===== config.mk =====
export PLATFORM = sky130hd
export DESIGN_NAME = adc_min_window_reader
export DESIGN_NICKNAME = d
export VERILOG_FILES = /design/src/rtl/adc_min_pkg.sv /design/src/rtl/adc_min_lane.sv /design/src/rtl/adc_min_window_reader.sv
export SDC_FILE = /design/constraint.sdc
export NUM_CORES = 1
export LEC_CHECK = 0
export BUFFER_PORTS_ARGS = -buffer_cell sky130_fd_sc_hd__buf_2
export CAP_MARGIN = 5
export CORE_UTILIZATION = 40
export CTS_CLUSTER_DIAMETER = 80
export DETAILED_ROUTE_END_ITERATION = 7
export PLACE_DENSITY = 0.7
export SLEW_MARGIN = 20
export SYNTH_ARGS = -nofsm -noshare
export SYNTH_HDL_FRONTEND = slang
export SYNTH_SLANG_ARGS = --single-unit
export TNS_END_PERCENT = 50

===== constraint.sdc =====
create_clock -name clk -period 8.8 [get_ports clk]
set_input_delay 1.76 -clock clk [delete_from_list [all_inputs] [get_ports clk]]
set_output_delay 1.76 -clock clk [all_outputs]
set_load 0.05 [all_outputs]

===== src/rtl/adc_min_pkg.sv =====
// Shared types and constants for the ADC windowed-minimum reader.
package adc_min_pkg;

   // Default per-channel sample width
   localparam int unsigned ADC_DATA_WIDTH_DEF = 8;

   // Width of the result sequence number; wraps naturally
   localparam int unsigned WIN_ID_WIDTH = 8;

   // Accumulator seed: all-ones is the identity for an unsigned minimum
   localparam logic [ADC_DATA_WIDTH_DEF-1:0] ACC_INIT = '1;

   typedef enum logic [0:0] {
      IDLE,
      ACCUM
   } state_e;

endpackage


===== src/rtl/adc_min_lane.sv =====
// One channel of the windowed minimum: a single accumulator register folded
// with the incoming sample under control of the top-level FSM.
module adc_min_lane
   import adc_min_pkg::*;
#(
   parameter int unsigned DW = ADC_DATA_WIDTH_DEF
) (
   input  logic          clk,
   input  logic          rst_n,
   input  logic          init,
   input  logic          update,
   input  logic [DW-1:0] sample,
   output logic [DW-1:0] acc
);

   // Seed replicated to the lane width so any DW gets an all-ones identity
   localparam logic [DW-1:0] InitVal = {DW{ACC_INIT[0]}};

   logic [DW-1:0] acc_q;
   logic [DW-1:0] acc_d;

   // Next accumulator: init wins over update so a completing sample in
   // continuous mode starts the next window from a clean seed
   always_comb begin
      acc_d = acc_q;
      if (init) begin
         acc_d = InitVal;
      end else if (update && (sample < acc_q)) begin
         acc_d = sample;
      end
   end

   // Accumulator register
   always_ff @(posedge clk or negedge rst_n) begin
      if (!rst_n) begin
         acc_q <= InitVal;
      end else begin
         acc_q <= acc_d;
      end
   end

   assign acc = acc_q;

endmodule


===== src/rtl/adc_min_window_reader.sv =====
// Folds the per-channel ADC minimum stream into a minimum over a programmable
// number of valid samples and presents each result on a valid/ready buffer.
module adc_min_window_reader
   import adc_min_pkg::*;
#(
   parameter int unsigned ADC_DATA_WIDTH = ADC_DATA_WIDTH_DEF,
   parameter int unsigned NUM_CH         = 4,
   parameter int unsigned WIN_CNT_WIDTH  = 24
) (
   input  logic                             clk,
   input  logic                             rst_n,
   input  logic [ADC_DATA_WIDTH*NUM_CH-1:0] min_in,
   input  logic                             min_in_valid,
   input  logic [WIN_CNT_WIDTH-1:0]         win_len,
   input  logic                             start,
   input  logic                             continuous,
   output logic                             rd_valid,
   input  logic                             rd_ready,
   output logic [ADC_DATA_WIDTH*NUM_CH-1:0] rd_data,
   output logic [WIN_ID_WIDTH-1:0]          rd_win_id,
   output logic                             busy,
   output logic                             overrun
);

   localparam int unsigned W  = ADC_DATA_WIDTH;
   localparam int unsigned DW = ADC_DATA_WIDTH * NUM_CH;

   state_e                    state_q;
   logic                      busy_q;
   logic [WIN_CNT_WIDTH-1:0]  cnt_q;
   logic [WIN_CNT_WIDTH-1:0]  len_q;
   logic                      rd_valid_q;
   logic [DW-1:0]             rd_data_q;
   logic [WIN_ID_WIDTH-1:0]   rd_win_id_q;
   logic                      overrun_q;

   logic          start_go;
   logic          take;
   logic          last;
   logic          complete;
   logic          load;
   logic          lane_init;
   logic [DW-1:0] result;

   assign start_go  = (state_q == IDLE) && start;
   assign take      = (state_q == ACCUM) && min_in_valid;
   assign last      = (cnt_q == len_q - WIN_CNT_WIDTH'(1));
   assign complete  = take && last;
   // Buffer accepts a new result when empty or drained in this same cycle
   assign load      = complete && (!rd_valid_q || rd_ready);
   assign lane_init = start_go || (complete && continuous);

   for (genvar k = 0; k < NUM_CH; k++) begin : g_lane
      logic [W-1:0] smp;
      logic [W-1:0] acc;

      assign smp = min_in[k*W +: W];

      adc_min_lane #(
         .DW (W)
      ) u_lane (
         .clk    (clk),
         .rst_n  (rst_n),
         .init   (lane_init),
         .update (take),
         .sample (smp),
         .acc    (acc)
      );

      // Result includes the completing sample, which the lane has not yet folded
      assign result[k*W +: W] = (smp < acc) ? smp : acc;
   end

   // Window FSM, counter, shadow length, output buffer and overrun flag
   always_ff @(posedge clk or negedge rst_n) begin
      if (!rst_n) begin
         state_q     <= IDLE;
         busy_q      <= 1'b0;
         cnt_q       <= '0;
         len_q       <= WIN_CNT_WIDTH'(1);
         rd_valid_q  <= 1'b0;
         rd_data_q   <= '0;
         rd_win_id_q <= '0;
         overrun_q   <= 1'b0;
      end else begin
         if (rd_valid_q && rd_ready) begin
            rd_valid_q <= 1'b0;
         end
         if (load) begin
            rd_valid_q  <= 1'b1;
            rd_data_q   <= result;
            rd_win_id_q <= rd_win_id_q + WIN_ID_WIDTH'(1);
         end else if (complete) begin
            overrun_q <= 1'b1;
         end

         unique case (state_q)
            IDLE: begin
               if (start) begin
                  len_q     <= (win_len == '0) ? WIN_CNT_WIDTH'(1) : win_len;
                  cnt_q     <= '0;
                  overrun_q <= 1'b0;
                  state_q   <= ACCUM;
                  busy_q    <= 1'b1;
               end
            end
            ACCUM: begin
               if (take) begin
                  if (last) begin
                     cnt_q <= '0;
                     // continuous is only consulted at the window boundary
                     if (!continuous) begin
                        state_q <= IDLE;
                        busy_q  <= 1'b0;
                     end
                  end else begin
                     cnt_q <= cnt_q + WIN_CNT_WIDTH'(1);
                  end
               end
            end
            default: begin
               state_q <= IDLE;
               busy_q  <= 1'b0;
            end
         endcase
      end
   end

   assign rd_valid  = rd_valid_q;
   assign rd_data   = rd_data_q;
   assign rd_win_id = rd_win_id_q;
   assign busy      = busy_q;
   assign overrun   = overrun_q;

endmodule


==> results by group, run 1 <==
Detailed routing
  – Total wire length: 16100 um
  – Vias: 5674
  – Iter 0 DRT Violations: 287
  – Post-route ant nets: 0
  – DRT Pass-1 Iters: 5
  – Post-DR wirelength/cell: 15.1 um
  – Via density: 5.32
  – Remaining DRCs: 0

Place
  – GPL Wtd Cong: 0.907
  – Pre-CTS WS: 4620 ps
  – Placed Area: 7940 um2
  – IO Port Bufs: 104
  – Detailed Place HPWL: 11300 um
  – Placed cells: 1034

STA
  – Sum Neg Setup Slack: 0 ps
  – WHS: 476 ps
  – Final hold viol count: 0
  – Slew headroom: 0.343
  – Setup violators final: 0
  – Pins Over Slew Limit: 0
  – Clk_skew: 11.1 ps
  – Post-route setup slack: 4960 ps
  – Final Cycle Share: 0.437
  – Tightest Pin Transition: 985 ps
  – RSZ-0062 raised after global routing: no
  – Fmax: 260 MHz
  – Final critical-path required period: 3840 ps

Critical path
  – WP data arrival: 4100 ps
  – Top cell by count, worst path: inv_1
  – Crit path max-delay family: simple AND/OR/NAND/NOR gates
  – Worst Setup End Kind: flip-flop
  – CP Launch Type: flip-flop
  – R2R cell count: 10
  – Crit-path max cell delay: 770 ps
  – Crit Path Max Fanout: 17
  – Crit path max-delay cell type: a21oi_2
  – Reg2reg end: cnt_q[9]
  – Crit path kind: reg -> reg
  – CP Buf/Inv Count: 2
  – RR Startpoint: len_q[1]
  – R2R Setup Slk: 4960 ps
  – Required @ worst endpoint: 9050 ps
  – Worst path cell trace: inv_1 -> ha_1 -> inv_1 -> or4_1 -> xnor2_1 -> o211ai_1 -> nor4_1 -> nand4_1 -> a21oi_2 -> nor2_1

Clock tree
  – Deepest clock path buffer count: 2
  – Clk root buf: clkbuf_16
  – CTS tree: yes
  – CTS Sinks: 124
  – H-tree Lvls: 4
  – Clk slew on worst S/H paths: 60 ps
  – Hold-fix buffers at CTS: 0
  – CTS buffer count: 17
  – Post-CTS setup buffers: 0
  – Resized cells post-CTS: 0
  – Worst-skew pair later-pin latency: 420 ps

Final layout
  – Area of the multi-input gates: 3810 um2
  – Share of layout cells above drive strength 1: 0.296
  – Final Instance Area: 8510 um2
  – Post-layout util: 0.487
  – Area Growth Syn to Fin: 17.4%
  – Nets: 921
  – Inserted Diodes: 0
  – Final std cells w/o fill: 1066
  – Fillers: 1602
  – FF+latch area: 3140 um2

Synthesis
  – Number of library cell types mapped by synthesis: 62
  – #FFs+latches synth: 124
  – Yosys warns: 0
  – Post-synthesis cell area: 7250 um2
  – Count leader, synth: nand2_1
  – Syn_nets: 823
  – Post-synth EDFFs: 0
  – Post-synth top cells: 121 x nand2_1, 91 x dfrtp_1, 61 x mux2_2, 38 x inv_1, 34 x xnor2_1
  – Async SR Flop Fraction: 1.00
  – Register area share after synthesis: 0.434
  – Post-synth top flop: dfrtp_1
  – Gate Count Post-Synth: 730
  – Area leader, netlist: dfrtp_1
  – Syn_area_per_cell: 9.93 um2
  – Largest cells by area after synthesis: dfrtp_1 31%, dfstp_2 12%, mux2_2 9.5%
  – Synth top area share: 0.314

Die
  – Die width: 137 um
  – IO Count: 105
  – Die ar.: 18700 um2
  – Initial Util: 0.415
  – Die Y: 137 um
  – # rows: 48
  – Area of the core: 17500 um2

Global route
  – First-pass GRT wire length: 26700 um
  – Remaining global-route overflow: 0
  – Antenna violations before repair: 0
  – Number of global-route vias before repair: 5507
  – Largest net degree at the start of global routing: 73
  – Total GRT Usage: 0.185

Pwr
  – Power, Total: 2.10 mW
  – PwrDens: 247 nW/um2
  – P_leak: 4.03 nW
  – Worst VDD drop: 149 uV

Outcome
  – Outcome: complete, no violations

Hold path
  – Hold path cells: 1
  – Worst hold path class: reg -> reg
  – WHS Endpoint: rd_data[26]
  – Hold_sp: rd_data[26]

Flow run
  – Number of max-cap violations: 0
-- registers in the layout, summed over array words and instances, names as in the netlist --
signal	count
g_lane.u_lane.acc	32
rd_data	32
cnt_q	24
len_q	24
rd_win_id	8
busy	1
overrun	1
rd_valid	1
state_q	1
-- worst register-to-register path, delay by kind of cell (launching register included) --
family,cells,cell delay (ps)
and+or+nand+nor,4,1440
xor gates and xnor gates,1,240
AOI/OAI and AO/OA,2,900
adders and majority gates,1,380
DFF,1,410
buffers and inverters,2,320
-- placed cells by master (no fill, tap or decap), drive strengths merged, types with 25 or more instances in the layout --
cell | Yosys | routed
dfstp | 33 | 33
dfrtp | 91 | 91
mux2 | 65 | 65
o211ai | 32 | 32
nand2 | 121 | 121
nor2 | 32 | 32
xnor2 | 34 | 34
inv | 38 | 39
buf | 8 | 109
ha | 31 | 31
nand3 | 25 | 25
-- layer usage --
layer / global-route usage / up-vias / share of wire
met3: 0.0489 / 17 / 0.052
li1: - / 2797 / -
met5: 0 / - / 0
met2: 0.289 / 154 / 0.45
met1: 0.248 / 2706 / 0.49
met4: 0.0562 / 0 / 0.012
-- logic make-up (layout without fill, tap and decap cells) --
| family | count (synthesis) | after routing | synth area share |
|---|---|---|---|
| buf+inv | 68 | 179 | 0.0421 |
| mux | 69 | 69 | 0.106 |
| compound gates | 108 | 108 | 0.103 |
| simple gates | 273 | 273 | 0.193 |
| fa+ha+maj | 31 | 31 | 0.0535 |
| xor+xnor | 57 | 57 | 0.0688 |
| flops | 124 | 124 | 0.434 |
-- layout make-up --
type / count / share of cell area
Multi-Input combinational cell: 538 / 0.447
Tap cell: 225 / 0.0331
Sequential cell: 124 / 0.369
Clock buffer: 18 / 0.0504
Timing Repair Buffer: 109 / 0.0658
Clock inverter: 14 / 0.0172
Inverter: 38 / 0.0168
-- worst max path at each step --
stage	startpoint	endpoint	slack, ps	cells after the start
after global routing	len_q[1]	cnt_q[9]	4650	10
final	len_q[1]	cnt_q[9]	4960	10
after CTS	len_q[1]	cnt_q[9]	4980	10
after detailed placement	start	cnt_q[23]	4620	10
after floorplan	min_in[12]	g_lane[1].u_lane.acc[5]	5250	10
after global placement	start	cnt_q[21]	4720	10
-- report_power, final --
group | internal, mW | total, mW | leakage, nW | switching, mW
registers | 0.720 | 0.802 | 1.55 | 0.0829
clock network | 0.416 | 0.681 | 0.276 | 0.264
logic | 0.299 | 0.617 | 2.20 | 0.318
total | 1.44 | 2.10 | 4.03 | 0.665
Power figures use the tool's default switching activity.
==> run 2: changes to the inputs <==
==> constraint.sdc (replaced) <==
create_clock -name clk -period 3.8 [get_ports clk]
set_input_delay 0.76 -clock clk [delete_from_list [all_inputs] [get_ports clk]]
set_output_delay 0.76 -clock clk [all_outputs]
set_load 0.05 [all_outputs]
==> run 2 against run 1 <==
  * Via count up 1.1%
  * Sequential power up 130%
  * Register-to-register slack worse by 4600 ps
  * Critical path depth unchanged
  * Utilization up 0.71 points
  * Maximum frequency up 11%
  * Clock skew down 1.6 ps
  * Worst hold slack worse by 68 ps
  * Critical endpoint is now rd_data[24]
  * Highest routed layer unchanged
==> results by group, run 2 (same netlist as run 1, synthesis figures left out) <==
Global route
  – Total GRT Usage: 0.189 (+0.00398)
  – Antenna violations before repair: 0 (unchanged)
  – Number of global-route vias before repair: 5591 (+1.5%)
  – Largest net degree at the start of global routing: 64 (-12%)
  – Remaining global-route overflow: 0 (unchanged)
  – First-pass GRT wire length: 27600 um (+3.2%)

Critical path
  – Worst path cell trace: inv_1 -> ha_1 -> xor2_1 -> o211ai_1 -> or3_1 -> a2111oi_0 -> nand4b_1 -> nor4_4 -> buf_12 -> mux2_2
  – Crit path max-delay family: simple AND/OR/NAND/NOR gates
  – Crit Path Max Fanout: 40 (+23)
  – Required @ worst endpoint: 4110 ps (-4940 ps)
  – CP Buf/Inv Count: 2 (unchanged)
  – Reg2reg end: rd_data[24]
  – Crit-path max cell delay: 570 ps (-200 ps)
  – Crit path kind: reg -> reg
  – WP data arrival: 3760 ps (-340 ps)
  – Worst Setup End Kind: flip-flop
  – RR Startpoint: len_q[0]
  – R2R Setup Slk: 340 ps (-4610 ps)
  – CP Launch Type: flip-flop
  – Crit path max-delay cell type: dfstp_2
  – R2R cell count: 10 (unchanged)

Pwr
  – Share of power burned in registers: 0.374 (-0.008)
  – Sw Ratio: 0.320 (+0.00290)
  – Worst VDD drop: 303 uV (+100%)
  – Comb power frac: 0.297 (+0.003)
  – P_leak: 4.10 nW (+1.8%)
  – Clk pwr share: 0.330 (+0.006)
  – PwrDens: 576 nW/um2 (+130%)
  – Sw Pwr: 1.59 mW (+140%)
  – Int Power: 3.38 mW (+140%)

Final layout
  – Share of layout cells above drive strength 1: 0.306 (+0.00945)
  – Nets: 931 (+1.1%)
  – FF+latch area: 3140 um2 (unchanged)
  – Area of the multi-input gates: 3810 um2 (unchanged)
  – Area Growth Syn to Fin: 19.1%
  – Final Instance Area: 8640 um2 (+1.5%)
  – Commonest non-fill, non-tap cell in the layout: nand2_1
  – Final std cells w/o fill: 1077 (+1.0%)
  – Fillers: 1589 (-0.81%)
  – Most frequent cells in the layout: 121 x nand2_1, 103 x buf_2, 91 x dfrtp_1

STA
  – Clk_skew: 9.53 ps (-1.61 ps)
  – WHS: 408 ps (-68.0 ps)
  – Slew headroom: 0.466 (+0.123)
  – Setup violators final: 0 (unchanged)
  – Final critical-path required period: 3460 ps (-387 ps)
  – Final Cycle Share: 0.910 (+0.473)
  – RSZ-0062 raised after global routing: no
  – Sum Neg Setup Slack: 0 ps (unchanged)
  – Final hold viol count: 0 (unchanged)
  – Fmax: 289 MHz (+11%)
  – Pins Over Slew Limit: 0 (unchanged)
  – Tightest Pin Transition: 801 ps (-184 ps)

Place
  – Detailed Place HPWL: 11500 um (+2.1%)
  – Placed cells: 1044 (+0.97%)
  – Placed Area: 8040 um2 (+1.3%)
  – IO Port Bufs: 104 (unchanged)
  – GPL Wtd Cong: 0.888 (-2.1%)

Clock tree
  – Deepest clock path buffer count: 2 (unchanged)
  – Post-CTS setup buffers: 0 (unchanged)
  – Clk root buf: clkbuf_16
  – CTS Sinks: 124 (unchanged)
  – H-tree Lvls: 4 (unchanged)
  – Resized cells post-CTS: 0 (unchanged)
  – Worst-skew pair later-pin latency: 430 ps (about the same)
  – CTS tree: yes
  – CTS buffer count: 17 (unchanged)
  – Clk slew on worst S/H paths: 60 ps (about the same)
  – Hold-fix buffers at CTS: 0 (unchanged)

Die
  – Area of the core: 17500 um2 (unchanged)
  – # rows: 48 (unchanged)
  – Die ar.: 18700 um2 (unchanged)
  – Die width: 137 um (unchanged)
  – Initial Util: 0.415 (unchanged)
  – IO Count: 105 (unchanged)
  – Die Y: 137 um (unchanged)

Detailed routing
  – Top Layer Used: met4
  – Total wire length: 16400 um (+2.3%)
  – DR WL met3: 961 um (+16%)
  – DRT Pass-1 Iters: 5 (unchanged)
  – Metal1 wirelength: 7650 um (-2.3%)
  – Remaining DRCs: 0 (unchanged)
  – Via density: 5.33 (about the same)
  – Post-route ant nets: 0 (unchanged)
  – Wire length on met2: 7630 um (+6.0%)
  – Vias: 5738 (+1.1%)
  – Post-DR wirelength/cell: 15.2 um (+1.2%)
  – Iter 0 DRT Violations: 326 (+14%)

Hold path
  – Worst hold path class: in -> async

Flow run
  – Number of max-cap violations: 0 (unchanged)

Outcome
  – Outcome: complete, no violations
## run 2: changes by cell type in the layout (fill, tap and decap cells not counted), moves of 2 or more
cell,change
buf_4,+8
clkinv_2,-2
buf_12,+2
inv_6,+3
## run 2: final cells by class
class,instances,area share
diodes,1,0.000290
clock buffers,18,0.0508
clock inverters,14,0.0183
inverters,38,0.0165
multi-input cells,538,0.441
flip-flops and latches,124,0.364
well taps,225,0.0326
repair buffers,119,0.0765
## run 2: metal layers
| layer | GRT usage | vias up |
|---|---|---|
| met4 | 0.0586 | 0 |
| li1 | - | 2813 |
| met3 | 0.0433 | 21 |
| met5 | 0 | - |
| met1 | 0.256 | 2753 |
| met2 | 0.297 | 151 |
## run 2: power by group through the flow
stage / Combinational [mW] / Clock [mW] / Sequential [mW]
after floorplan: 1.17 / 0 / 1.81
after global placement: 1.43 / 0 / 1.87
after detailed placement: 1.47 / 0 / 1.87
after CTS: 1.49 / 1.68 / 1.85
after global routing: 1.68 / 1.74 / 1.90
final: 1.48 / 1.64 / 1.86
## run 2: worst register-to-register path, cell delays in order (launching register included)
cell and delay [ps]:
dfstp_2 570, inv_1 70, ha_1 300, xor2_1 150, o211ai_1 110, or3_1 350, a2111oi_0 480, nand4b_1 250
nor4_4 370, buf_12 280, mux2_2 410
## run 2: worst max-delay path by stage
| stage | cells past startpoint | slack, ps | end | startpoint |
|---|---|---|---|---|
| global route | 12 | 40 | g_lane[2].u_lane.acc[4] | len_q[0] |
| finish | 10 | 340 | rd_data[24] | len_q[0] |
| floorplan | 10 | 700 | rd_data[19] | len_q[0] |
| CTS | 10 | 360 | rd_data[24] | len_q[0] |
| detailed placement | 10 | 370 | rd_data[24] | len_q[0] |
| global placement | 10 | 410 | rd_data[5] | len_q[0] |
## run 2: per-stage QoR
step                power (mW)  setup slack (ps)  utilization
floorplan                 2.98               703            -
global placement          3.30               413        0.460
detailed placement        3.34               371        0.460
CTS                       5.02               361        0.494
global route              5.31              43.0        0.494
finish                    4.97               344        0.494
==> run 3: changes to the inputs <==
--- a/config.mk
+++ b/config.mk
@@ -11,6 +11,8 @@
 export CTS_CLUSTER_DIAMETER = 80
 export DETAILED_ROUTE_END_ITERATION = 7
 export PLACE_DENSITY = 0.7
+export SETUP_SLACK_MARGIN = 0.5
+export SKIP_LAST_GASP = 1
 export SLEW_MARGIN = 20
 export SYNTH_ARGS = -nofsm -noshare
 export SYNTH_HDL_FRONTEND = slang
==> run 3 against run 2 <==
  * Maximum frequency grew 8.1%
  * Combinational power rose by 3%
  * Clock skew about the same
  * Register-to-register slack improved by 260 ps
  * Wire length increased by 5.0%
  * Design area grew 3.0%
  * Via count up 2.4%
  * Non-clock buffer count grew 17
  * Utilization increased by 1.5 points
  * Critical path type unchanged
==> results by group, run 3 (same netlist as run 1, synthesis figures left out) <==
Pwr
  – P_leak: 4.21 nW (+2.7%)
  – Worst VDD drop: 302 uV (-0.45%)
  – PwrDens: 565 nW/um2 (-1.8%)
  – Power, Total: 5.03 mW (+1.2%)

Critical path
  – R2R cell count: 9 (-1)
  – R2R Setup Slk: 600 ps (+260 ps)
  – Required @ worst endpoint: 4100 ps (about the same)
  – Worst Setup End Kind: flip-flop
  – Crit Path Max Fanout: 10 (-75%)
  – WP data arrival: 3500 ps (-260 ps)
  – CP endpoint: rd_data[25]
  – Reg2reg end: rd_data[25]
  – Crit path kind: reg -> reg
  – Critical Path Start: len_q[3]
  – CP Launch Type: flip-flop
  – RR Startpoint: len_q[3]

STA
  – Setup violators final: 0 (unchanged)
  – Clk_skew: 9.76 ps (+0.238 ps)
  – Pins Over Slew Limit: 0 (unchanged)
  – Slew headroom: 0.467 (+0.000837)
  – Final Cycle Share: 0.842 (-0.0679)
  – Fmax: 313 MHz (+8.1%)
  – Final hold viol count: 0 (unchanged)
  – Sum Neg Setup Slack: 0 ps (unchanged)
  – RSZ-0062 raised after global routing: yes
  – Final critical-path required period: 3200 ps (-258 ps)
  – Tightest Pin Transition: 799 ps (-1.25 ps)

Final layout
  – Area Growth Syn to Fin: 22.7%
  – Nets: 948 (+1.8%)
  – Commonest non-fill, non-tap cell in the layout: nand2_1
  – Final Instance Area: 8900 um2 (+3.0%)
  – Share of layout cells above drive strength 1: 0.335 (+0.0297)
  – Most frequent cells in the layout: 121 x nand2_1, 103 x buf_2, 87 x dfrtp_1
  – Inserted Diodes: 0 (-1)

Clock tree
  – Clk slew on worst S/H paths: 60 ps (about the same)
  – Hold-fix buffers at CTS: 0 (unchanged)
  – H-tree Lvls: 4 (unchanged)
  – CTS buffer count: 17 (unchanged)
  – CTS tree: yes
  – Deepest clock path buffer count: 2 (unchanged)
  – Clk root buf: clkbuf_16
  – Worst-skew pair later-pin latency: 420 ps (about the same)
  – CTS Sinks: 124 (unchanged)

Global route
  – Antenna violations before repair: 0 (unchanged)
  – Remaining global-route overflow: 0 (unchanged)
  – Total GRT Usage: 0.196 (+0.00782)
  – Number of global-route vias before repair: 5693 (+1.8%)
  – Largest net degree at the start of global routing: 64 (unchanged)
  – First-pass GRT wire length: 28400 um (+3.1%)

Place
  – IO Port Bufs: 104 (unchanged)
  – Placed Area: 8040 um2 (unchanged)
  – GPL Wtd Cong: 0.888 (unchanged)
  – Detailed Place HPWL: 11500 um (unchanged)

Detailed routing
  – Total wire length: 17200 um (+5.0%)
  – DRT Pass-1 Iters: 5 (unchanged)
  – Vias: 5876 (+2.4%)
  – Via density: 5.38 (+0.91%)
  – Iter 0 DRT Violations: 358 (+9.8%)
  – Post-DR wirelength/cell: 15.8 um (+3.4%)
  – Remaining DRCs: 0 (unchanged)
  – Post-route ant nets: 0 (unchanged)

Die
  – Initial Util: 0.415 (unchanged)
  – Die Y: 137 um (unchanged)
  – Die ar.: 18700 um2 (unchanged)
  – IO Count: 105 (unchanged)
  – Die width: 137 um (unchanged)
  – # rows: 48 (unchanged)
  – Area of the core: 17500 um2 (unchanged)

Hold path
  – Worst hold path class: in -> async

Outcome
  – Outcome: complete, no violations

Flow run
  – Number of max-cap violations: 0 (unchanged)
[run 3: cell type report]
cell class / count / area (um2)
multi-input cells: 538 / 3880
clock buffers: 18 / 439
fillers: 1549 / 8580
clock inverters: 14 / 158
flip-flops and latches: 124 / 3150
well taps: 225 / 282
inverters: 38 / 145
repair buffers: 136 / 841
[run 3: power breakdown]
group | total [mW] | switching, mW | internal (mW)
Sequential | 1.86 | 0.193 | 1.67
Clock | 1.64 | 0.645 | 0.994
Combinational | 1.53 | 0.782 | 0.751
Total | 5.03 | 1.62 | 3.41
[run 3: worst min-delay path by stage]
stage	startpoint	endpoint	slack, ps	cells after the start
2_1_floorplan	rst_n	busy	460	0
3_3_place_gp	rd_win_id[7]	rd_win_id[7]	460	1
3_5_place_dp	rd_win_id[7]	rd_win_id[7]	460	1
4_1_cts	rst_n	rd_data[18]	430	1
5_1_grt	rst_n	rd_data[18]	470	1
6_report	rst_n	rd_data[18]	410	1
[run 3: per-layer routing]
layer	wire, um	GRT usage	up-vias
li1	-	-	2843
met1	7860	0.264	2838
met2	8130	0.313	172
met3	1040	0.0444	23
met4	209	0.0605	0
met5	0	0	-
[run 3: critical path, cell delays in order (launching register included)]
cell       delay, ps
dfrtp_2          450
or4_4            560
or4_1            430
xnor2_1          230
and2_1           180
nand4_2          150
nor4_4           300
buf_4            170
bufbuf_16        280
mux2_1           330
[run 3: through the flow]
stage               utilization  setup slack (ps)  std cells  hold WS [ps]
floorplan                     -               703        730           464
global placement          0.460               413       1044           458
detailed placement        0.460               371       1044           462
CTS                       0.503               501       1087           427
global route              0.509               468       1093           469
finish                    0.509               602       1093           406
[run 3: what timing repair did]
| item | 4_1_cts | 5_1_grt |
|---|---|---|
| setup endpoints to repair | 70 | 72 |
| resized for setup | 7 | 15 |
| cloned | 3 | 0 |
| pin swaps | 5 | 6 |
| setup buffers | 8 | 6 |
